[src/rtl/i_mem_pipe.sv]
// ---------------------------------------------------------------------------
// i_mem_pipe
//
// Loadable instruction memory for the front-end fetch path. The program is
// written at runtime through the loader port while the block is in LOAD mode.
// The final loader word (ld_last_i) switches the block to RUN mode. In RUN
// mode the memory is read-only and is accessed through a pipelined
// valid/ready fetch interface. Each fetch returns FETCH_WIDTH_P consecutive
// words, and the response arrives READ_LATENCY_P cycles after acceptance.
//
// Ports
//   clk_i         rising-edge clock
//   reset_n_i     asynchronous active-low reset
//   ld_start_i    return to LOAD mode; drops any in-flight fetches
//   ld_v_i        loader write strobe (honoured in LOAD mode only)
//   ld_addr_i     loader word address
//   ld_data_i     loader word data
//   ld_last_i     qualifies ld_v_i as the final word; the block then enters RUN
//   req_v_i       fetch request valid
//   req_ready_o   fetch request ready
//   req_addr_i    address of the first word of the fetch
//   resp_v_o      response valid
//   resp_ready_i  response ready
//   resp_addr_o   request address echoed with its response
//   resp_data_o   word k in bits [k*WORD_SIZE_P +: WORD_SIZE_P]; word k is
//                 taken from address req_addr_i + k, wrapped modulo DEPTH_P
//   mode_run_o    high while in RUN mode
// ---------------------------------------------------------------------------
module i_mem_pipe #(
  parameter  int WORD_SIZE_P    = 16,
  parameter  int DEPTH_P        = 256,
  parameter  int FETCH_WIDTH_P  = 1,
  parameter  int READ_LATENCY_P = 1,
  localparam int ADDR_WIDTH_LP  = $clog2(DEPTH_P)
) (
  input  logic                                   clk_i,
  input  logic                                   reset_n_i,
  input  logic                                   ld_start_i,
  input  logic                                   ld_v_i,
  input  logic [ADDR_WIDTH_LP-1:0]               ld_addr_i,
  input  logic [WORD_SIZE_P-1:0]                 ld_data_i,
  input  logic                                   ld_last_i,
  input  logic                                   req_v_i,
  output logic                                   req_ready_o,
  input  logic [ADDR_WIDTH_LP-1:0]               req_addr_i,
  output logic                                   resp_v_o,
  input  logic                                   resp_ready_i,
  output logic [ADDR_WIDTH_LP-1:0]               resp_addr_o,
  output logic [FETCH_WIDTH_P*WORD_SIZE_P-1:0]   resp_data_o,
  output logic                                   mode_run_o
);

  localparam int DATA_WIDTH_LP  = FETCH_WIDTH_P * WORD_SIZE_P;
  localparam int STAGE_WIDTH_LP = 1 + ADDR_WIDTH_LP + DATA_WIDTH_LP;
  localparam int PIPE_WIDTH_LP  = READ_LATENCY_P * STAGE_WIDTH_LP;

  typedef enum logic {
    LOAD_S = 1'b0,
    RUN_S  = 1'b1
  } state_e;

  // One pipeline stage. The read data is captured at acceptance, and the
  // later stages only carry it towards the output.
  typedef struct packed {
    logic                     v;
    logic [ADDR_WIDTH_LP-1:0] addr;
    logic [DATA_WIDTH_LP-1:0] data;
  } stage_t;

  state_e state_q, state_d;

  logic [WORD_SIZE_P-1:0] mem_q [DEPTH_P];

  stage_t [READ_LATENCY_P-1:0] pipe_q, pipe_d;
  stage_t                      stage_in;
  stage_t                      stage_out;

  logic [DATA_WIDTH_LP-1:0] rd_data;
  logic                     mem_we;
  logic                     stall;
  logic                     accept;
  logic                     flush;

  // Handshake qualifiers. A stalled response freezes the whole pipeline, so
  // no new request can be accepted while the output is blocked.
  assign stage_out   = pipe_q[READ_LATENCY_P-1];
  assign mode_run_o  = (state_q == RUN_S);
  assign stall       = stage_out.v & ~resp_ready_i;
  assign req_ready_o = mode_run_o & ~stall & ~ld_start_i;
  assign accept      = req_v_i & req_ready_o;
  assign flush       = mode_run_o & ld_start_i;
  assign mem_we      = (state_q == LOAD_S) & ld_v_i;

  assign resp_v_o    = stage_out.v;
  assign resp_addr_o = stage_out.addr;
  assign resp_data_o = stage_out.data;

  // Mode FSM state register.
  always_ff @(posedge clk_i or negedge reset_n_i) begin
    if (!reset_n_i) begin
      state_q <= LOAD_S;
    end else begin
      state_q <= state_d;
    end
  end

  // Mode FSM next state. In LOAD mode, ld_last_i takes priority, so an
  // ld_start_i in that same cycle has no effect.
  always_comb begin
    state_d = state_q;
    unique case (state_q)
      LOAD_S: if (ld_v_i && ld_last_i) state_d = RUN_S;
      RUN_S:  if (ld_start_i)          state_d = LOAD_S;
      default: state_d = LOAD_S;
    endcase
  end

  // Storage array. It has no reset, so the loader must supply the contents.
  always_ff @(posedge clk_i) begin
    if (mem_we) begin
      mem_q[ld_addr_i] <= ld_data_i;
    end
  end

  // Fetch read port. Word k comes from req_addr_i + k. The sum is truncated
  // to the address width, so a fetch near the top of memory wraps to zero.
  for (genvar k = 0; k < FETCH_WIDTH_P; k++) begin : g_rd
    logic [ADDR_WIDTH_LP-1:0] rd_addr;
    assign rd_addr = req_addr_i + ADDR_WIDTH_LP'(k);
    assign rd_data[k*WORD_SIZE_P +: WORD_SIZE_P] = mem_q[rd_addr];
  end

  // Stage 0 input. The valid bit marks an accepted request. The data is
  // sampled every cycle but matters only when valid is set.
  always_comb begin
    stage_in      = '0;
    stage_in.v    = accept;
    stage_in.addr = req_addr_i;
    stage_in.data = rd_data;
  end

  // Pipeline advance. Without a stall, every stage moves one step towards
  // the output. The concatenation drops the old output stage, and with a
  // single stage it reduces to loading stage_in. A stall holds every stage.
  // Leaving RUN discards all in-flight fetches. A response consumed in that
  // same cycle has already been delivered.
  always_comb begin
    pipe_d = pipe_q;
    if (flush) begin
      pipe_d = '0;
    end else if (!stall) begin
      pipe_d = PIPE_WIDTH_LP'({pipe_q, stage_in});
    end
  end

  // Pipeline registers.
  always_ff @(posedge clk_i or negedge reset_n_i) begin
    if (!reset_n_i) begin
      pipe_q <= '0;
    end else begin
      pipe_q <= pipe_d;
    end
  end

`ifndef SYNTHESIS
  // Record of which words have been loaded since reset. It is used only to
  // decide whether an unknown value in a response is a real error.
  logic [DEPTH_P-1:0] loaded_q;
  logic               resp_loaded;

  always_ff @(posedge clk_i or negedge reset_n_i) begin
    if (!reset_n_i) begin
      loaded_q <= '0;
    end else if (mem_we) begin
      loaded_q[ld_addr_i] <= 1'b1;
    end
  end

  // The memory is read-only in RUN mode, so the loaded record cannot change
  // while a response is in flight.
  always_comb begin
    resp_loaded = 1'b1;
    for (int k = 0; k < FETCH_WIDTH_P; k++) begin
      if (!loaded_q[resp_addr_o + ADDR_WIDTH_LP'(k)]) resp_loaded = 1'b0;
    end
  end

  a_resp_no_x : assert property (@(posedge clk_i) disable iff (!reset_n_i)
    (resp_v_o && resp_loaded) |-> !$isunknown(resp_data_o));

  a_resp_stable : assert property (@(posedge clk_i) disable iff (!reset_n_i)
    (resp_v_o && !resp_ready_i && !ld_start_i) |=>
      (resp_v_o && $stable(resp_data_o) && $stable(resp_addr_o)));
`endif

endmodule

[config.mk]
export PLATFORM = sky130hd
export DESIGN_NAME = i_mem_pipe
export DESIGN_NICKNAME = d
export VERILOG_FILES = /design/src/rtl/i_mem_pipe.sv
export SDC_FILE = /design/constraint.sdc
export NUM_CORES = 2
export LEC_CHECK = 0
export BUFFER_PORTS_ARGS = -buffer_cell sky130_fd_sc_hd__buf_2
export CORE_MARGIN = 1.5
export CORE_UTILIZATION = 55
export CTS_BUF_LIST = sky130_fd_sc_hd__clkbuf_4
export DETAILED_ROUTE_END_ITERATION = 16
export GPL_ROUTABILITY_DRIVEN = 0
export PLACE_DENSITY_LB_ADDON = 0.15
export SLEW_MARGIN = 20
export SYNTH_ARGS = -nofsm -noshare
export SYNTH_HDL_FRONTEND = slang
export SYNTH_SLANG_ARGS = --single-unit
[constraint.sdc]
create_clock -name clk_i -period 3.04 [get_ports clk_i]
set_input_delay 0.152 -clock clk_i [delete_from_list [all_inputs] [get_ports clk_i]]
set_output_delay 0.152 -clock clk_i [all_outputs]
set_load 0.005 [all_outputs]
==> flow_summary.toml <==
[power_and_ir_drop]
power_frac_seq_pct = 54.1
comb_power_share_pct = 6.4
leakagePower_nw = 62.8
clkPwrFrac_pct = 39.6
cellInternalPower_mw = 89.5
power.density_nw_per_um2 = 619
switching_power_mw = 26.5
vdd_drop_max_mv = 0.388
power.total_mw = 116
swShare_pct = 22.8

[worst_setup_path]
critPathLaunchType = "input port"
regToRegEndpoint = "resp_data_o[2]"
crit_fanout = 40
crit_top_cell = "dlygate4sd3_1"
endpoint = "resp_data_o[8]"
worstPathCellList = "dlygate4sd3_1 -> buf_8 -> dlygate4sd3_1 -> buf_12 -> buf_12 -> buf_4 -> buf_4 -> mux4_2 -> nand2_1 -> nand3_1 -> o211ai_1 -> nand2_1 -> dlygate4sd3_1 -> o31ai_2 -> o21ai_1"
path_class = "in2reg"
crit_cells = 15
r2r_slack_ns = 0.03
cp_top_family = "buffers and inverters"
crit_slowest_cell = "dlygate4sd3_1"
slowest_delay_ns = 0.72
end_kind = "register"
rr_worst_depth = 11
critPathLaunch = "req_addr_i[1]"
required_ns = 4.56
r2r_start = "mem_q[101][2]"
path_buf_inv = 8
worstPathArrival_ns = 4.58

[floorplanning]
core_sq_um = 290000
placementRows = 198
initial_core_util_pct = 55.2
die-area_sq_um = 295000
ioPinCount = 66
die_w_microns = 543
die_y_microns = 543

[synth]
ys.warnings.count = 0
syn_inst = 7588
netlist_area_sq_um = 160000
yosys_most_used_dff = "edfxtp_1"
synth_area_leaders = "edfxtp_1, mux4_2, mux2i_1"
avgSynthCellArea_sq_um = 21.1
synth.largest_area_cell = "edfxtp_1"
synth-edff-count = 4096
yosysTopAreaCellShare_pct = 76.7
ys_types = 95
async_reset_ff_share_pct = 0.631
ys_ff_latch = 4122
synth_fp_nets = 7627
synth_seq_area_share_pct = 77.1

[route]
routed_via_density = 6.36
vias = 89900
drc = 0
dr.pass1.iters = 8
wl_per_cell_microns = 33.2
dr.first_iter.drc_count = 12800
detail-route-antenna-nets = 0
wl_microns = 469000

[global_route]
grt_pass1_vias = 90700
grt_pass1_wl_microns = 657000
grt_max_degree = 114
grt.total_usage_pct = 32.3
grt_antenna_before_repair = 23
grt.overflow.total = 0

[placed_design]
place_area_sq_um = 173000
dpl.hpwl_microns = 295000
portBuffers = 65
pre_cts_slack_ns = -0.561

[run_status]
status = "finished with violations"
violations = "setup timing"

[clock_network]
htreeDepth = 7
clock_sinks = 4122
clock_path_buffers = 5
clk_latency_ns = 1.69
root_buffer = "clkbuf_4"
cts_tree = "yes"
numCtsBuffers = 1116
path_clk_slew_ns = 0.06
post_cts_buffers = 0

[timing]
maxClockFrequency_mhz = 327
tns_ns = -0.0298
slew_headroom_pct = 19.7
finalSetupViolCount = 2
hold_viol = 0
drv_slew = 0
fin_crit_ns = 3.06
clock_skew_ns = 0.180
timing.final.ws_setup_ns = -0.0170
worst_hold_slack_ns = 0.180
post-route-period-util_pct = 101
worst_pin_slew_ns = 1.20

[finish]
final_nets = 9604
area_growth_syn_to_layout_pct = 16.9
drive_above_1_share_pct = 36.7
fin_area_sq_um = 187000

[job]
cap_viol_max_count = 0

[min_path]
min_path_type = "in2reg"
==> registers in the layout, summed over array words and instances, names as in the netlist <==
register	cells
resp_v_o	1
resp_addr_o	8
resp_data_o	16
mode_run_o	1
mem_q	4096
==> cells by family (layout without fill, tap and decap cells) <==
logic type	after synthesis	after routing	share of synthesized area (%)
AOI/OAI and AO/OA	861	861	3.78
buffers and inverters	463	3086	2.02
and+or+nand+nor	866	866	2.40
muxes	1276	1276	14.7
other	0	14	0
DFF	4122	4122	77.1
==> metal layers <==
layer | global-route usage [%] | vias up | part of all wire [%]
met5 | 0 | - | 0.012
li1 | - | 36600 | -
met2 | 48.2 | 5773 | 46
met4 | 14.8 | 8 | 4.3
met3 | 10.4 | 892 | 12
met1 | 43.8 | 46600 | 37
==> power groups by stage <==
stage          clock (mW)  sequential (mW)  combinational (mW)
2_1_floorplan           0             63.8                3.14
3_3_place_gp            0             63.9                6.96
3_5_place_dp            0             63.9                7.06
4_1_cts              46.7             62.7                7.28
5_1_grt              49.6             62.6                7.58
6_report             45.9             62.7                7.40
==> cells in the final DEF, fill, tap and decap left out, types with 24 or more instances in the layout <==
cell type and count:
buf_4 982, edfxtp_1 4096, nand2_1 247, mux2i_1 413
a22oi_1 69, o21ai_0 69, o22ai_1 155, nor2_2 61
o221ai_1 109, nor2_1 278, inv_2 29, dfrtp_1 26
dlygate4sd3_1 103, mux4_2 791, buf_12 147, nor4_1 24
a21oi_1 118, clkinv_1 148, nand3_1 95, nor3_1 50
mux4_1 49, a211oi_1 84, clkbuf_4 1559, a31oi_1 54
buf_2 44
==> Yosys cell counts, types with 24 or more instances <==
cell type  count
a22oi_1       69
mux2i_1      413
o22ai_1      155
mux4_2       791
mux4_1        49
a211oi_1      84
buf_8         33
nor2_1       338
clkbuf_1     156
dfrtp_1       26
buf_6         70
buf_1         25
nand2_1      248
nor3_1        51
buf_2        105
a21oi_1      119
o21ai_0       74
a31oi_1       54
nor4_1        24
o221ai_1     109
nand3_1      101
edfxtp_1    4096
buf_4         36
==> stage by stage <==
step / std cells / util (%)
after global routing: 14100 / 64.5
after detailed placement: 12200 / 59.6
after floorplan: 7588 / -
final: 14100 / 64.5
after global placement: 12200 / 59.6
after CTS: 14100 / 64.5
==> what timing repair did <==
action / 4_1_cts / 5_1_grt
hold buffers: 123 / 0
gates resized for setup: 1 / 10
cloned: 0 / 0
endpoints found under the setup margin: 1 / 152
hold endpoints to repair: 8244 / 0
==> layout make-up <==
cell class	instances	area, sq um
clock buffer	1559	11700
multi-input combinational	3003	33600
tap	3900	4880
timing repair buffer	1313	12300
sequential	4122	124000
antenna	14	35.0
clock inverter	205	1070
inverter	9	43.8
fill	20100	103000
==> worst min path at each step <==
stage,startpoint,end,cells after the start
floorplan,reset_n_i,mode_run_o,0
global placement,reset_n_i,resp_addr_o[4],1
detailed placement,reset_n_i,resp_addr_o[7],1
CTS,ld_data_i[1],mem_q[104][1],4
global route,ld_addr_i[4],mem_q[120][6],6
finish,ld_addr_i[4],mem_q[124][5],6
==> worst min-delay path, stage by stage <==
cell and delay, ns:
dlygate4sd3_1 0.59, buf_2 0.20, nand3_1 0.08, buf_4 0.23, nor2_2 0.16, buf_4 0.19
(Power assumes the default switching activity.)
